<file path="src/rtl/apb_reg_bank_pkg.sv">
// Shared types, constants and helpers for the APB register bank.
package apb_reg_pkg;

  typedef enum logic {
    IDLE,
    ACCESS
  } state_e;

  localparam int unsigned APB_STRB_W = 4;
  localparam int unsigned WORD_SHIFT = 2;
  localparam int unsigned MAX_WAIT   = 15;

  // Replace only the byte lanes whose strobe bit is set.
  function automatic logic [31:0] strb_merge(input logic [31:0]           old,
                                             input logic [31:0]           wdata,
                                             input logic [APB_STRB_W-1:0] strb);
    logic [31:0] r;
    r = old;
    for (int unsigned b = 0; b < APB_STRB_W; b++) begin
      if (strb[b]) r[8*b +: 8] = wdata[8*b +: 8];
    end
    return r;
  endfunction

endpackage

</file>
<file path="src/rtl/apb_reg_bank_if.sv">
// APB4 bus bundle between the interconnect (master) and the register bank (slave).
interface apb_reg_bank_if;
  logic [31:0] paddr;
  logic        psel;
  logic        penable;
  logic        pwrite;
  logic [31:0] pwdata;
  logic [3:0]  pstrb;
  logic        pready;
  logic [31:0] prdata;
  logic        pslverr;

  modport master (
    output paddr, psel, penable, pwrite, pwdata, pstrb,
    input  pready, prdata, pslverr
  );

  modport slave (
    input  paddr, psel, penable, pwrite, pwdata, pstrb,
    output pready, prdata, pslverr
  );
endinterface

</file>
<file path="src/rtl/apb_reg_bank_addr_decode.sv">
// Combinational address decode: byte address -> register index, hit and error flags.
module apb_addr_decode
  import apb_reg_pkg::*;
#(
  parameter logic [31:0]          BASE_ADDR = 32'h0000_0000,
  parameter int unsigned          NUM_REGS  = 4,
  parameter int unsigned          IDX_W     = 2,
  parameter logic [NUM_REGS-1:0]  RO_MASK   = 4'b1000
) (
  input  logic [31:0]      paddr,
  input  logic             pwrite,
  output logic [IDX_W-1:0] idx,
  output logic             hit,
  output logic             err
);

  logic [31:0] off;
  logic [31:0] off_w;

  // Offset from base, word index, and legality of the access.
  always_comb begin
    off   = paddr - BASE_ADDR;
    off_w = off >> WORD_SHIFT;
    idx   = off_w[IDX_W-1:0];
    hit   = (off[1:0] == 2'b00) && (paddr >= BASE_ADDR) && (off_w < 32'(NUM_REGS));
    err   = !hit || (pwrite && RO_MASK[idx]);
  end

endmodule

</file>
<file path="src/rtl/apb_reg_bank.sv">
// Parametrised APB4 slave register bank with RO/RW registers, byte strobes,
// programmable wait states, pslverr reporting and per-register write strobes.
module apb_reg_bank
  import apb_reg_pkg::*;
#(
  parameter int unsigned         DATA_W      = 32,
  parameter int unsigned         NUM_REGS    = 4,
  parameter logic [31:0]         BASE_ADDR   = 32'h0000_0000,
  parameter int unsigned         WAIT_STATES = 1,
  parameter logic [NUM_REGS-1:0] RO_MASK     = 4'b1000,
  parameter logic [31:0]         RST_VAL     = 32'h0
) (
  input  logic                       pclk,
  input  logic                       preset_n,
  apb_reg_bank_if.slave              bus,
  output logic [NUM_REGS*DATA_W-1:0] reg_out,
  input  logic [NUM_REGS*DATA_W-1:0] reg_in,
  output logic [NUM_REGS-1:0]        reg_wr_stb
);

  localparam int unsigned IDX_W = (NUM_REGS > 1) ? $clog2(NUM_REGS) : 1;

  if (DATA_W != 32) begin : g_chk_dw
    $error("apb_reg_bank: DATA_W must be 32");
  end
  if (NUM_REGS < 1 || NUM_REGS > 64) begin : g_chk_nr
    $error("apb_reg_bank: NUM_REGS must be 1..64");
  end
  if (WAIT_STATES > MAX_WAIT) begin : g_chk_ws
    $error("apb_reg_bank: WAIT_STATES must be 0..15");
  end
  if (BASE_ADDR[1:0] != 2'b00) begin : g_chk_ba
    $error("apb_reg_bank: BASE_ADDR must be word-aligned");
  end

  state_e           state_q, state_d;
  logic [3:0]       cnt_q, cnt_d;
  logic [IDX_W-1:0] idx_q, idx_d;
  logic             err_q, err_d;
  logic             hit_q, hit_d;
  logic             wr_q, wr_d;

  logic [IDX_W-1:0] dec_idx;
  logic             dec_hit;
  logic             dec_err;

  logic [DATA_W-1:0] regs [NUM_REGS];
  logic              pready;
  logic              complete;
  logic              commit;
  logic              rd_ok;

  apb_addr_decode #(
    .BASE_ADDR (BASE_ADDR),
    .NUM_REGS  (NUM_REGS),
    .IDX_W     (IDX_W),
    .RO_MASK   (RO_MASK)
  ) u_decode (
    .paddr  (bus.paddr),
    .pwrite (bus.pwrite),
    .idx    (dec_idx),
    .hit    (dec_hit),
    .err    (dec_err)
  );

  assign pready   = (state_q == ACCESS) && (cnt_q == 4'd0);
  assign complete = pready && bus.psel && bus.penable;
  assign commit   = complete && wr_q && !err_q;
  assign rd_ok    = pready && !wr_q && hit_q && !err_q;

  // FSM state, wait counter and setup-phase transfer attributes.
  always_ff @(posedge pclk or negedge preset_n) begin
    if (!preset_n) begin
      state_q <= IDLE;
      cnt_q   <= '0;
      idx_q   <= '0;
      err_q   <= 1'b0;
      hit_q   <= 1'b0;
      wr_q    <= 1'b0;
    end else begin
      state_q <= state_d;
      cnt_q   <= cnt_d;
      idx_q   <= idx_d;
      err_q   <= err_d;
      hit_q   <= hit_d;
      wr_q    <= wr_d;
    end
  end

  // Next-state logic: latch decode at setup, count wait states, finish or abort.
  always_comb begin
    state_d = state_q;
    cnt_d   = cnt_q;
    idx_d   = idx_q;
    err_d   = err_q;
    hit_d   = hit_q;
    wr_d    = wr_q;
    case (state_q)
      IDLE: begin
        if (bus.psel && !bus.penable) begin
          state_d = ACCESS;
          cnt_d   = 4'(WAIT_STATES);
          idx_d   = dec_idx;
          err_d   = dec_err;
          hit_d   = dec_hit;
          wr_d    = bus.pwrite;
        end
      end
      ACCESS: begin
        if (!bus.psel) begin
          state_d = IDLE;
        end else if (cnt_q != 4'd0) begin
          cnt_d = cnt_q - 4'd1;
        end else if (bus.penable) begin
          state_d = IDLE;
        end
      end
      default: state_d = IDLE;
    endcase
  end

  // Register array: byte-lane merge on an error-free write completion.
  always_ff @(posedge pclk or negedge preset_n) begin
    if (!preset_n) begin
      for (int unsigned i = 0; i < NUM_REGS; i++) regs[i] <= RST_VAL;
    end else if (commit) begin
      regs[idx_q] <= strb_merge(regs[idx_q], bus.pwdata, bus.pstrb);
    end
  end

  // One-cycle write strobe, aligned with the updated register contents.
  always_ff @(posedge pclk or negedge preset_n) begin
    if (!preset_n) begin
      reg_wr_stb <= '0;
    end else begin
      reg_wr_stb <= '0;
      if (commit) reg_wr_stb[idx_q] <= 1'b1;
    end
  end

  // Flattened RW view, read mux and completion-phase response.
  always_comb begin
    reg_out = '0;
    for (int unsigned i = 0; i < NUM_REGS; i++) begin
      if (!RO_MASK[i]) reg_out[i*DATA_W +: DATA_W] = regs[i];
    end
    bus.prdata = '0;
    if (rd_ok) begin
      bus.prdata = RO_MASK[idx_q] ? reg_in[idx_q*DATA_W +: DATA_W] : regs[idx_q];
    end
    bus.pready  = pready;
    bus.pslverr = pready && err_q;
  end

endmodule

</file>
<file path="src/flat_wrapper.sv">
// flat-port wrapper written by rule: the top's interface ports become plain ports
module apb_reg_bank_flat import apb_reg_pkg::*;
#(
  parameter int unsigned         DATA_W      = 32,
  parameter int unsigned         NUM_REGS    = 4,
  parameter logic [31:0]         BASE_ADDR   = 32'h0000_0000,
  parameter int unsigned         WAIT_STATES = 1,
  parameter logic [NUM_REGS-1:0] RO_MASK     = 4'b1000,
  parameter logic [31:0]         RST_VAL     = 32'h0
)
  (pclk, preset_n, reg_out, reg_in, reg_wr_stb, bus_paddr, bus_psel, bus_penable, bus_pwrite, bus_pwdata, bus_pstrb, bus_pready, bus_prdata, bus_pslverr);
  apb_reg_bank_if bus_i ();
  input  logic pclk;
  input  logic preset_n;
  output logic [NUM_REGS*DATA_W-1:0] reg_out;
  input  logic [NUM_REGS*DATA_W-1:0] reg_in;
  output logic [NUM_REGS-1:0] reg_wr_stb;
  input wire logic [$bits(bus_i.paddr)-1:0] bus_paddr;
  input wire logic [$bits(bus_i.psel)-1:0] bus_psel;
  input wire logic [$bits(bus_i.penable)-1:0] bus_penable;
  input wire logic [$bits(bus_i.pwrite)-1:0] bus_pwrite;
  input wire logic [$bits(bus_i.pwdata)-1:0] bus_pwdata;
  input wire logic [$bits(bus_i.pstrb)-1:0] bus_pstrb;
  output wire logic [$bits(bus_i.pready)-1:0] bus_pready;
  output wire logic [$bits(bus_i.prdata)-1:0] bus_prdata;
  output wire logic [$bits(bus_i.pslverr)-1:0] bus_pslverr;
  assign bus_i.paddr = bus_paddr;
  assign bus_i.psel = bus_psel;
  assign bus_i.penable = bus_penable;
  assign bus_i.pwrite = bus_pwrite;
  assign bus_i.pwdata = bus_pwdata;
  assign bus_i.pstrb = bus_pstrb;
  assign bus_pready = bus_i.pready;
  assign bus_prdata = bus_i.prdata;
  assign bus_pslverr = bus_i.pslverr;
  apb_reg_bank #(.DATA_W(DATA_W), .NUM_REGS(NUM_REGS), .BASE_ADDR(BASE_ADDR), .WAIT_STATES(WAIT_STATES), .RO_MASK(RO_MASK), .RST_VAL(RST_VAL)) u_core (.pclk(pclk), .preset_n(preset_n), .bus(bus_i), .reg_out(reg_out), .reg_in(reg_in), .reg_wr_stb(reg_wr_stb));
endmodule
</file>
<file path="config.mk">
export PLATFORM = sky130hd
export DESIGN_NAME = apb_reg_bank_flat
export DESIGN_NICKNAME = d
export VERILOG_FILES = /design/src/rtl/apb_reg_bank_pkg.sv /design/src/rtl/apb_reg_bank_if.sv /design/src/rtl/apb_reg_bank_addr_decode.sv /design/src/rtl/apb_reg_bank.sv /design/src/flat_wrapper.sv
export SDC_FILE = /design/constraint.sdc
export NUM_CORES = 1
export LEC_CHECK = 0
export ABC_AREA = 1
export CORE_AREA = 2 2 141 143
export DETAILED_ROUTE_END_ITERATION = 8
export DIE_AREA = 0 0 143 145
export PLACE_DENSITY = 0.89
export SETUP_SLACK_MARGIN = 0.1
export SLEW_MARGIN = 20
export SYNTH_ARGS = -nofsm -noshare
export SYNTH_HDL_FRONTEND = slang
export SYNTH_HIERARCHICAL = 1
export SYNTH_SLANG_ARGS = --single-unit
</file>
<file path="constraint.sdc">
create_clock -name pclk -period 2.61 [get_ports pclk]
set_input_delay 0.3915 -clock pclk [delete_from_list [all_inputs] [get_ports pclk]]
set_output_delay 0.3915 -clock pclk [all_outputs]
set_load 0.02 [all_outputs]
</file>
Word level (Yosys, flattened, before mapping)
Cells that the tools add are included.
{"block": "totals", "input_bits": 201, "elab_cells": 82, "out_inout_bits": 166, "reg_bits": 142}
{"block": "op_classes", "add_sub_neg": 1, "bitwise_logic": 2, "muxes": 32, "eq_ne": 3, "shift": 1, "order_cmp": 7, "reduce_logical": 25}
{"op": "32-bit two-way mux", "n": 5}
{"op": "128-bit bitwise mux", "n": 1}
{"op": "128-bit by 8-bit variable part select with 32-bit output", "n": 1}
{"op": "32-bit binary-select mux with 2-bit select", "n": 1}
{"op": "32-bit demux with 2-bit select", "n": 1}
{"op": "8-bit two-way mux", "n": 8}
{"op": "32-bit by 1-bit greater-or-equal comparator with 1-bit output (second input constant)", "n": 1}
{"op": "30-bit by 3-bit < comparator with 1-bit output (second input constant)", "n": 1}
{"op": "4-bit two-way mux", "n": 4}
{"op": "1-bit logical AND", "n": 15}
{"op": "4-bit one-hot mux with 2 select lines", "n": 1}
{"op": "1-bit two-way mux", "n": 7}
{"op": "2-bit by 3-bit < comparator with 1-bit output (second input constant)", "n": 2}
{"op": "1-bit binary-select mux with 2-bit select", "n": 2}
{"op": "1-bit zero test", "n": 4}
{"op": "4-bit zero test", "n": 1}
{"op": "2-bit != test (second input constant)", "n": 2}
{"op": "4-bit nonzero test", "n": 1}
{"op": "4-bit by 1-bit subtractor with 4-bit output (second input constant)", "n": 1}
{"op": "3-bit greater-or-equal comparator (second input constant)", "n": 1}
{"op": "3-bit by 1-bit < comparator with 1-bit output (second input constant)", "n": 1}
{"op": "2-bit inverter with 3-bit output", "n": 1}
{"op": "3-bit AND reduction", "n": 1}
{"op": "1-bit demux with 2-bit select", "n": 1}
{"op": "7 further kinds", "n": 7}

Longest topological paths before layout
Gate-level depths: netlist of the first run.
{"block": "depth", "word_depth": 8, "ltp_mapped": 8, "mapped_depth_nobuf": 8}

By module
The synthesis of the first run kept the hierarchy.
{"mod": "apb_reg_bank", "seq_area_each_um2": 3553.4, "area_per_inst_um2": 8655.8, "cells_each": 1229, "instances": 1}
{"mod": "apb_addr_decode", "seq_area_each_um2": 0.0, "area_per_inst_um2": 224.0, "cells_each": 55, "instances": 1}

Least setup slack after synthesis of the first run
OpenSTA, ideal clock, no wires.
{"block": "synth_timing", "path_kind": "register to output", "startpoint": "register u_core.cnt_q[0]", "endpoint": "output bus_prdata[10]", "n_path_buf": 1, "slack_ns": 0.577, "t_required_ns": 2.219, "stages_incl_launch_ff": 8, "arrival_time_ns": 1.641, "path_cell_list": "dfrtp_1 -> inv_1 -> ha_1 -> nand3_2 -> nor2_1 -> clkbuf_2 -> o21ai_0 -> nor2_1"}
{"block": "synth_between", "elab_chain_len": 6}
{"element": "start: declaration", "line": "apb_reg_bank.sv:37", "source": "logic [3:0] cnt_q, cnt_d;"}
{"element": "start signal: assignment", "line": "apb_reg_bank.sv:82", "source": "cnt_q <= cnt_d;"}
{"element": "4-bit zero test", "line": "apb_reg_bank.sv:66", "source": "assign pready = (state_q == ACCESS) && (cnt_q == 4'd0);"}
{"element": "1-bit logical AND", "line": "apb_reg_bank.sv:66"}
{"element": "1-bit logical AND (3 in a row)", "line": "apb_reg_bank.sv:69", "source": "assign rd_ok = pready && !wr_q && hit_q && !err_q;"}
{"element": "32-bit two-way mux", "line": "apb_reg_bank.sv:148", "source": "if (rd_ok) begin"}
{"element": "end: declaration", "line": "flat_wrapper.sv:25", "source": "output wire logic [$bits(bus_i.prdata)-1:0] bus_prdata;"}
No other way between the ends.

Worst setup path in the final report of the first run
{"block": "layout_timing", "startpoint": "register u_core.cnt_q[0]", "endpoint": "output bus_prdata[29]"}
The elaborated chain is that of the path after synthesis.

==> results of run 1 <==
power breakdown:
group / internal, mW / switching [mW] / leakage (nW) / total [mW]
logic: 0.480 / 0.890 / 4.00 / 1.37
registers: 2.25 / 0.0513 / 1.96 / 2.30
clock network: 1.80 / 0.928 / 0.324 / 2.73
total: 4.53 / 1.87 / 6.28 / 6.40
layer usage:
layer	vias up	part of all wire (%)	wire (microns)
met5	-	0	0
li1	4149	-	-
met1	4118	38	10510
met2	580	49	13600
met4	0	2.5	712
met3	72	11	3187
cell type report:
cell class              count  area (sq um)
repair buffers            278          2761
inverters                  72         272.8
multi-input cells         914          4001
fillers                  1621          7616
flip-flops and latches    142          3556
clock buffers              23         488.0
well taps                 265         331.6
clock inverters             9         180.2
registers in the layout, summed over array words and instances (netlist names):
name               count
u_core/cnt_q           4
u_core/err_q           1
u_core/hit_q           1
u_core/idx_q           2
u_core/reg_out        96
u_core/reg_wr_stb      4
u_core/regs           32
u_core/state_q         1
u_core/wr_q            1
kinds of logic (layout without fill, tap and decap cells):
logic type | count (synthesis) | count (layout) | share of synthesized area [%]
buffers and inverters | 259 | 382 | 16.81
flip-flops | 142 | 142 | 40.02
adder cells (fa/ha/maj) | 1 | 1 | 0.1409
AND/OR/NAND/NOR | 860 | 860 | 41.61
AO/OA/AOI/OAI | 18 | 18 | 1.029
multiplexers | 2 | 2 | 0.2536
XOR/XNOR | 1 | 1 | 0.09865
other | 1 | 32 | 0.04223
final timing paths:
path / from / endpoint / slack [ns] / cells past startpoint
worst min register to register: u_core/regs[12] / u_core/regs[12] / 0.48 / 2
worst min-delay path: u_core/regs[12] / u_core/regs[12] / 0.48 / 2
min in group asynchronous: preset_n / u_core/reg_out[69] / 0.50 / 2
worst max-delay path: u_core/cnt_q[0] / bus_prdata[29] / 0.16 / 9
max in group asynchronous: preset_n / u_core/reg_out[42] / 1.40 / 3
worst max register to register: u_core/cnt_q[0] / u_core/reg_out[62] / 0.51 / 9
worst max-delay path: stages, from the launching register on:
cell	delay (ns)
dfrtp_1	0.39
inv_2	0.10
ha_4	0.15
nand3_2	0.12
nor2_4	0.13
buf_12	0.14
buf_12	0.14
nand3_1	0.09
inv_1	0.05
dlygate4sd2_1	0.32
what timing repair did:
| item | 4_1_cts | 5_1_grt |
|---|---|---|
| cloned | 0 | 2 |
| setup buffers | 0 | 3 |
| pin swaps | 0 | 1 |
| hold buffers | 1 | 0 |
| gates resized for setup | 51 | 43 |
| endpoints found under the setup margin | 34 | 32 |
| endpoints found under the hold margin | 46 | 0 |
Yosys cell counts (2+ instances only):
library cell and number:
a21oi_1 3, buf_1 7, buf_2 22, buf_4 131, clkbuf_1 26, dfrtp_1 142
inv_1 68, inv_2 4, mux2_2 2, nand2_1 529, nand3_1 218, nand4_1 2
nor2_1 48, nor2_2 4, nor3_2 3, o21ai_0 14, or2_2 52
through the flow:
| step | instance area, sq um | hold WS (ns) | setup WS, ns | utilization, % |
|---|---|---|---|---|
| floorplan | 8996 | 0.09591 | 0.5774 | - |
| global placement | 10870 | 0.3715 | 0.1680 | 56.61 |
| detailed placement | 10870 | 0.3709 | 0.1009 | 56.61 |
| CTS | 11540 | 0.4810 | 0.04562 | 60.06 |
| global route | 11590 | 0.5055 | 0.06332 | 60.35 |
| finish | 11590 | 0.4795 | 0.1579 | 60.35 |
==> impl_metrics.py, run 1 <==
metrics = {
    "drt": {
        "postRouteAntennaNets": 0,
        "wl_mm": 28.01,
        "drtIter0Drc": 977,
        "vias": 8919,
        "routed_via_density": 5.237,
        "drc": 0,
        "firstDrtPassIters": 6,
        "avgRoutedWirePerCell_microns": 16.45,
    },
    "worst_setup_path": {
        "critical_path_class": "register to output pin",
        "worstPathRequired_ns": 2.22,
        "setup.worst_path.end_class": "output pin",
        "cp_max_fo": 15,
        "critPathArrivalTime_ns": 2.06,
        "critPathLaunchType": "register",
    },
    "yosys": {
        "synth_area_sq_um": 8880,
        "yosysUniqueCellTypes": 26,
        "yosysWarnings": 6,
        "synth-seq-cells": 142,
        "synthTopCellsByArea": "dfrtp_1, nand2_1, nand3_1",
        "yosysTopAreaCellShare_pct": 40.02,
        "yosysTopAreaCell": "dfrtp_1",
        "synth_edf_count": 0,
        "ys_async_sr_fraction_pct": 100.0,
        "syn_area_per_cell_sq_um": 6.916,
        "synth-seq-area-share_pct": 40.02,
        "synthFlopType": "dfrtp_1",
        "synthCells": 1284,
    },
    "clocking": {
        "clockBufferDepth": 2,
        "root_buffer": "clkbuf_16",
        "ctsHtreeMaxLevel": 4,
        "clk_latency_ns": 0.41,
        "clock-sinks": 142,
        "clk_pin_slew_ns": 0.06,
        "cts_tree": "done",
        "cts_buffers": 17,
    },
    "sta": {
        "period_needed_ns": 2.452,
        "fin_crit_sh_pct": 93.95,
        "finClkSkew_ns": 0.009655,
        "rsz0062_at_grt": "yes",
        "drv_slew": 0,
        "hold_viol_final": 0,
        "relSlewSlack_pct": 61.39,
        "fin_setup_tns_ns": 0,
        "setup_violations": 0,
        "tightest_slew_ns": 0.5785,
        "clock.fmax_mhz": 407.8,
    },
    "cells_and_area": {
        "final_common_cell": "nand2_1",
        "most-common-layout-cells": "nand2_1, nand3_1, clkdlybuf4s50_1, dfrtp_1, inv_1",
        "fin_cells": 1703,
        "antenna_cells": 0,
        "drive_above_1_share_pct": 11.47,
        "nNetsFinal": 1627,
        "syn_to_final_growth_pct": 30.53,
    },
    "grt": {
        "grt_pass1_vias": 8551,
        "grt_pass1_wl_mm": 43.80,
        "antenna_found_initial": 0,
        "grt_use_met3_pct": 6.337,
        "grt.busiest_layer": "met2",
        "use_met2_pct": 43.97,
        "grt_util_met1_pct": 34.26,
        "grt_max_degree": 66,
        "gr-total-overflow": 0,
        "grt_usage_pct": 26.71,
    },
    "placed_design": {
        "place_hpwl_mm": 18.62,
        "globalplace.congestion": 0.8267,
        "placed_cells": 1665,
        "port_buffers": 238,
    },
    "hold_path": {
        "hold_path_class": "register to register",
    },
    "floorplan": {
        "die_w_microns": 143,
        "dieArea_sq_um": 20740,
        "num_rows": 51,
        "start_util_pct": 46.23,
        "core_sq_um": 19210,
        "die_h_microns": 145,
        "io_pins": 367,
    },
    "flow_run": {
        "cap_violations": 0,
    },
    "power": {
        "power.leakage_nw": 6.284,
        "cellPowerDensity_nw_per_um2": 551.8,
        "power.total_mw": 6.396,
        "irDropWorstVdd_mv": 0.4193,
    },
    "status": {
        "status": "complete, no violations",
    },
}
No activity file was read; power rests on OpenSTA's default activity.
==> run 2: changes to the inputs <==
--- a/config.mk
+++ b/config.mk
@@ -5,14 +5,13 @@
 export SDC_FILE = /design/constraint.sdc
 export NUM_CORES = 1
 export LEC_CHECK = 0
-export ABC_AREA = 1
-export CORE_AREA = 2 2 141 143
+export CORE_AREA = 2 2 144 146
 export DETAILED_ROUTE_END_ITERATION = 8
-export DIE_AREA = 0 0 143 145
-export PLACE_DENSITY = 0.89
+export DIE_AREA = 0 0 146 148
+export DONT_BUFFER_PORTS = 1
+export PLACE_DENSITY = 0.58
 export SETUP_SLACK_MARGIN = 0.1
 export SLEW_MARGIN = 20
 export SYNTH_ARGS = -nofsm -noshare
 export SYNTH_HDL_FRONTEND = slang
-export SYNTH_HIERARCHICAL = 1
 export SYNTH_SLANG_ARGS = --single-unit
==> run 2 against run 1 <==
The flow now finishes with violations (negative hold slack); sequential power up 4%; cell area down 24%; register-to-register slack worse by 0.18 ns; maximum frequency down 1.6%; first-iteration DRC count down 74%; total power down 7.5%; via count down 38%; count of clock-buffer cells in the layout down 2; clock skew down 0.0019 ns; setup slack worse by 0.039 ns; critical endpoint is now bus_prdata[2].
==> impl_metrics.py, run 2 <==
metrics = {
    "sta": {
        "fin_setup_tns_ns": 0,
        "period_needed_ns": 2.491,
        "setup_violations": 0,
        "tightest_slew_ns": 0.5107,
        "finClkSkew_ns": 0.007724,
        "fin_hold_ws_ns": -0.3262,
        "hold_viol_final": 142,
        "clock.fmax_mhz": 401.4,
        "relSlewSlack_pct": 65.60,
        "fin_crit_sh_pct": 95.44,
        "rsz0062_at_grt": "yes",
        "drv_slew": 0,
        "layout_setup_ws_ns": 0.1190,
    },
    "worst_setup_path": {
        "worstPathRequired_ns": 2.22,
        "rr_worst_depth": 8,
        "critical_path_class": "register to output pin",
        "cp_max_fo": 8,
        "setup.worst_path.end_class": "output pin",
        "critPathLaunchType": "register",
        "critPathArrivalTime_ns": 2.10,
    },
    "hold_path": {
        "hold_path_class": "primary input to asynchronous set/reset pin",
    },
    "floorplan": {
        "num_rows": 52,
        "dieArea_sq_um": 21610,
        "core_sq_um": 20040,
        "die_h_microns": 148,
        "start_util_pct": 40.78,
        "die_w_microns": 146,
        "io_pins": 367,
    },
    "clocking": {
        "clk_latency_ns": 0.41,
        "root_buffer": "clkbuf_16",
        "clockBufferDepth": 2,
        "cts_tree": "done",
        "ctsHtreeMaxLevel": 4,
        "clock-sinks": 142,
        "cts_buffers": 17,
        "clk_pin_slew_ns": 0.06,
    },
    "cells_and_area": {
        "antenna_cells": 0,
        "largest_register_ffs": 96,
        "final_common_cell": "dfrtp_1",
        "syn_to_final_growth_pct": 7.241,
        "most-common-layout-cells": "dfrtp_1, a21oi_1, mux2_2, nor2_1, mux2i_1",
        "nFillCells": 1874,
        "fin_cells": 1008,
        "fin_area_sq_um": 8765,
        "drive_above_1_share_pct": 31.30,
        "nNetsFinal": 928,
    },
    "status": {
        "failed_checks": "negative hold slack",
        "status": "complete, but fails checks",
    },
    "grt": {
        "antenna_found_initial": 0,
        "gr-total-overflow": 0,
        "grt_usage_pct": 19.55,
        "grt_max_degree": 143,
        "grt_pass1_wl_mm": 32.46,
        "grt_pass1_vias": 5593,
    },
    "drt": {
        "firstDrtPassIters": 4,
        "postRouteAntennaNets": 0,
        "drtIter0Drc": 251,
        "vias": 5498,
        "wl_mm": 21.59,
        "avgRoutedWirePerCell_microns": 21.41,
        "drc": 0,
        "routed_via_density": 5.454,
    },
    "yosys": {
        "yosysUniqueCellTypes": 43,
        "synth_edf_count": 0,
        "synthFlopType": "dfrtp_1",
        "synth_commonest_cells": "dfrtp_1, buf_4, a21oi_1",
        "synthTopCellsByArea": "dfrtp_1, buf_4, mux2_2",
        "yosysTopAreaCell": "dfrtp_1",
        "yosysTopAreaCellShare_pct": 43.48,
        "syn_area_per_cell_sq_um": 10.48,
        "yosysWarnings": 0,
        "synth-seq-area-share_pct": 43.48,
        "ys_async_sr_fraction_pct": 100.0,
        "synthCells": 780,
        "synth-seq-cells": 142,
        "synth_area_sq_um": 8173,
        "yosysMostFrequentCell": "dfrtp_1",
    },
    "flow_run": {
        "cap_violations": 0,
    },
    "placed_design": {
        "placedInstanceArea_sq_um": 7864,
        "globalplace.congestion": 0.8229,
        "port_buffers": 0,
        "place_hpwl_mm": 14.71,
        "dp_slack_ns": 0.1585,
        "placed_cells": 964,
    },
    "power": {
        "cell_internal_pwr_mw": 4.260,
        "netSwitchingPower_mw": 1.656,
        "pwr-share-clk_pct": 41.4,
        "irDropWorstVdd_mv": 0.3926,
        "power.leakage_nw": 3.990,
        "power.total_mw": 5.916,
        "power.share.combinational_pct": 18.1,
        "swShare_pct": 27.99,
        "cellPowerDensity_nw_per_um2": 675.0,
        "seq_power_share_pct": 40.5,
    },
}
[run 2: layer usage]
metal | share of wire, % | routed length (microns) | GRT usage (%) | vias up
met5 | 0 | 0 | 0 | -
met4 | 2.0 | 422 | 5.680 | 0
met3 | 9.1 | 1964 | 6.914 | 24
met2 | 49 | 10630 | 33.23 | 267
met1 | 40 | 8564 | 23.52 | 2740
li1 | - | - | - | 2467
[run 2: logic make-up (layout without fill, tap and decap cells)]
family                     Yosys count  in the layout  share of synthesized area (%)
buffers and inverters              179            106                          15.51
and+or+nand+nor                    161            161                          9.538
AOI/OAI and AO/OA                  152            152                          10.43
muxes                              144            144                          20.85
DFF                                142            142                          43.48
adders and majority gates            1              1                         0.1531
other                                1             32                        0.04588
[run 2: what timing repair did]
item | 4_1_cts | 5_1_grt
buffers inserted | 9 | 3
resized for setup | 18 | 24
cloned | 1 | 0
hold endpoints to repair | 142 | 142
endpoints found under the setup margin | 32 | 32
pin swaps | 2 | 4
[run 2: area by class of cell]
cell class | instances | area, sq um | area share, %
clock buffers | 21 | 450.4 | 5.139
repair buffers | 64 | 610.6 | 6.966
flip-flops and latches | 142 | 3561 | 40.63
clock inverters | 10 | 140.1 | 1.599
multi-input cells | 490 | 3623 | 41.34
inverters | 11 | 41.29 | 0.4711
well taps | 270 | 337.8 | 3.854
[run 2: power by group through the flow]
stage	sequential, mW	clock [mW]	combinational [mW]
after floorplan	2.35	0	0.798
after global placement	2.47	0	0.799
after detailed placement	2.47	0	0.821
after CTS	2.40	2.52	1.02
after global routing	2.41	2.62	1.16
final	2.40	2.45	1.07
[run 2: per-stage QoR]
stage | hold slack (ns) | utilization (%)
global placement | 0.1009 | 39.24
floorplan | 0.09591 | -
CTS | -0.3499 | 43.08
global route | -0.3584 | 43.74
finish | -0.3262 | 43.74
detailed placement | 0.09990 | 39.24
[run 2: worst max-delay path, stage by stage (launching register included)]
cell,delay [ns]
dfrtp_1,0.41
inv_2,0.09
ha_4,0.14
nor3b_4,0.19
nand4_1,0.14
buf_6,0.17
buf_12,0.15
a211oi_2,0.22
buf_4,0.18
[run 2: final timing paths]
kind / endpoint / slack (ns) / startpoint
max in group asynchronous: u_core.idx_q[0] / 2.62 / preset_n
min in group pclk: u_core.idx_q[1] / 0.13 / bus_paddr[3]
min reg2reg: u_core.regs[18] / 0.51 / u_core.regs[18]
max: bus_prdata[2] / 0.12 / u_core.cnt_q[0]
min: u_core.reg_out[30] / -0.33 / preset_n
max reg2reg: u_core.reg_out[16] / 0.33 / u_core.cnt_q[0]
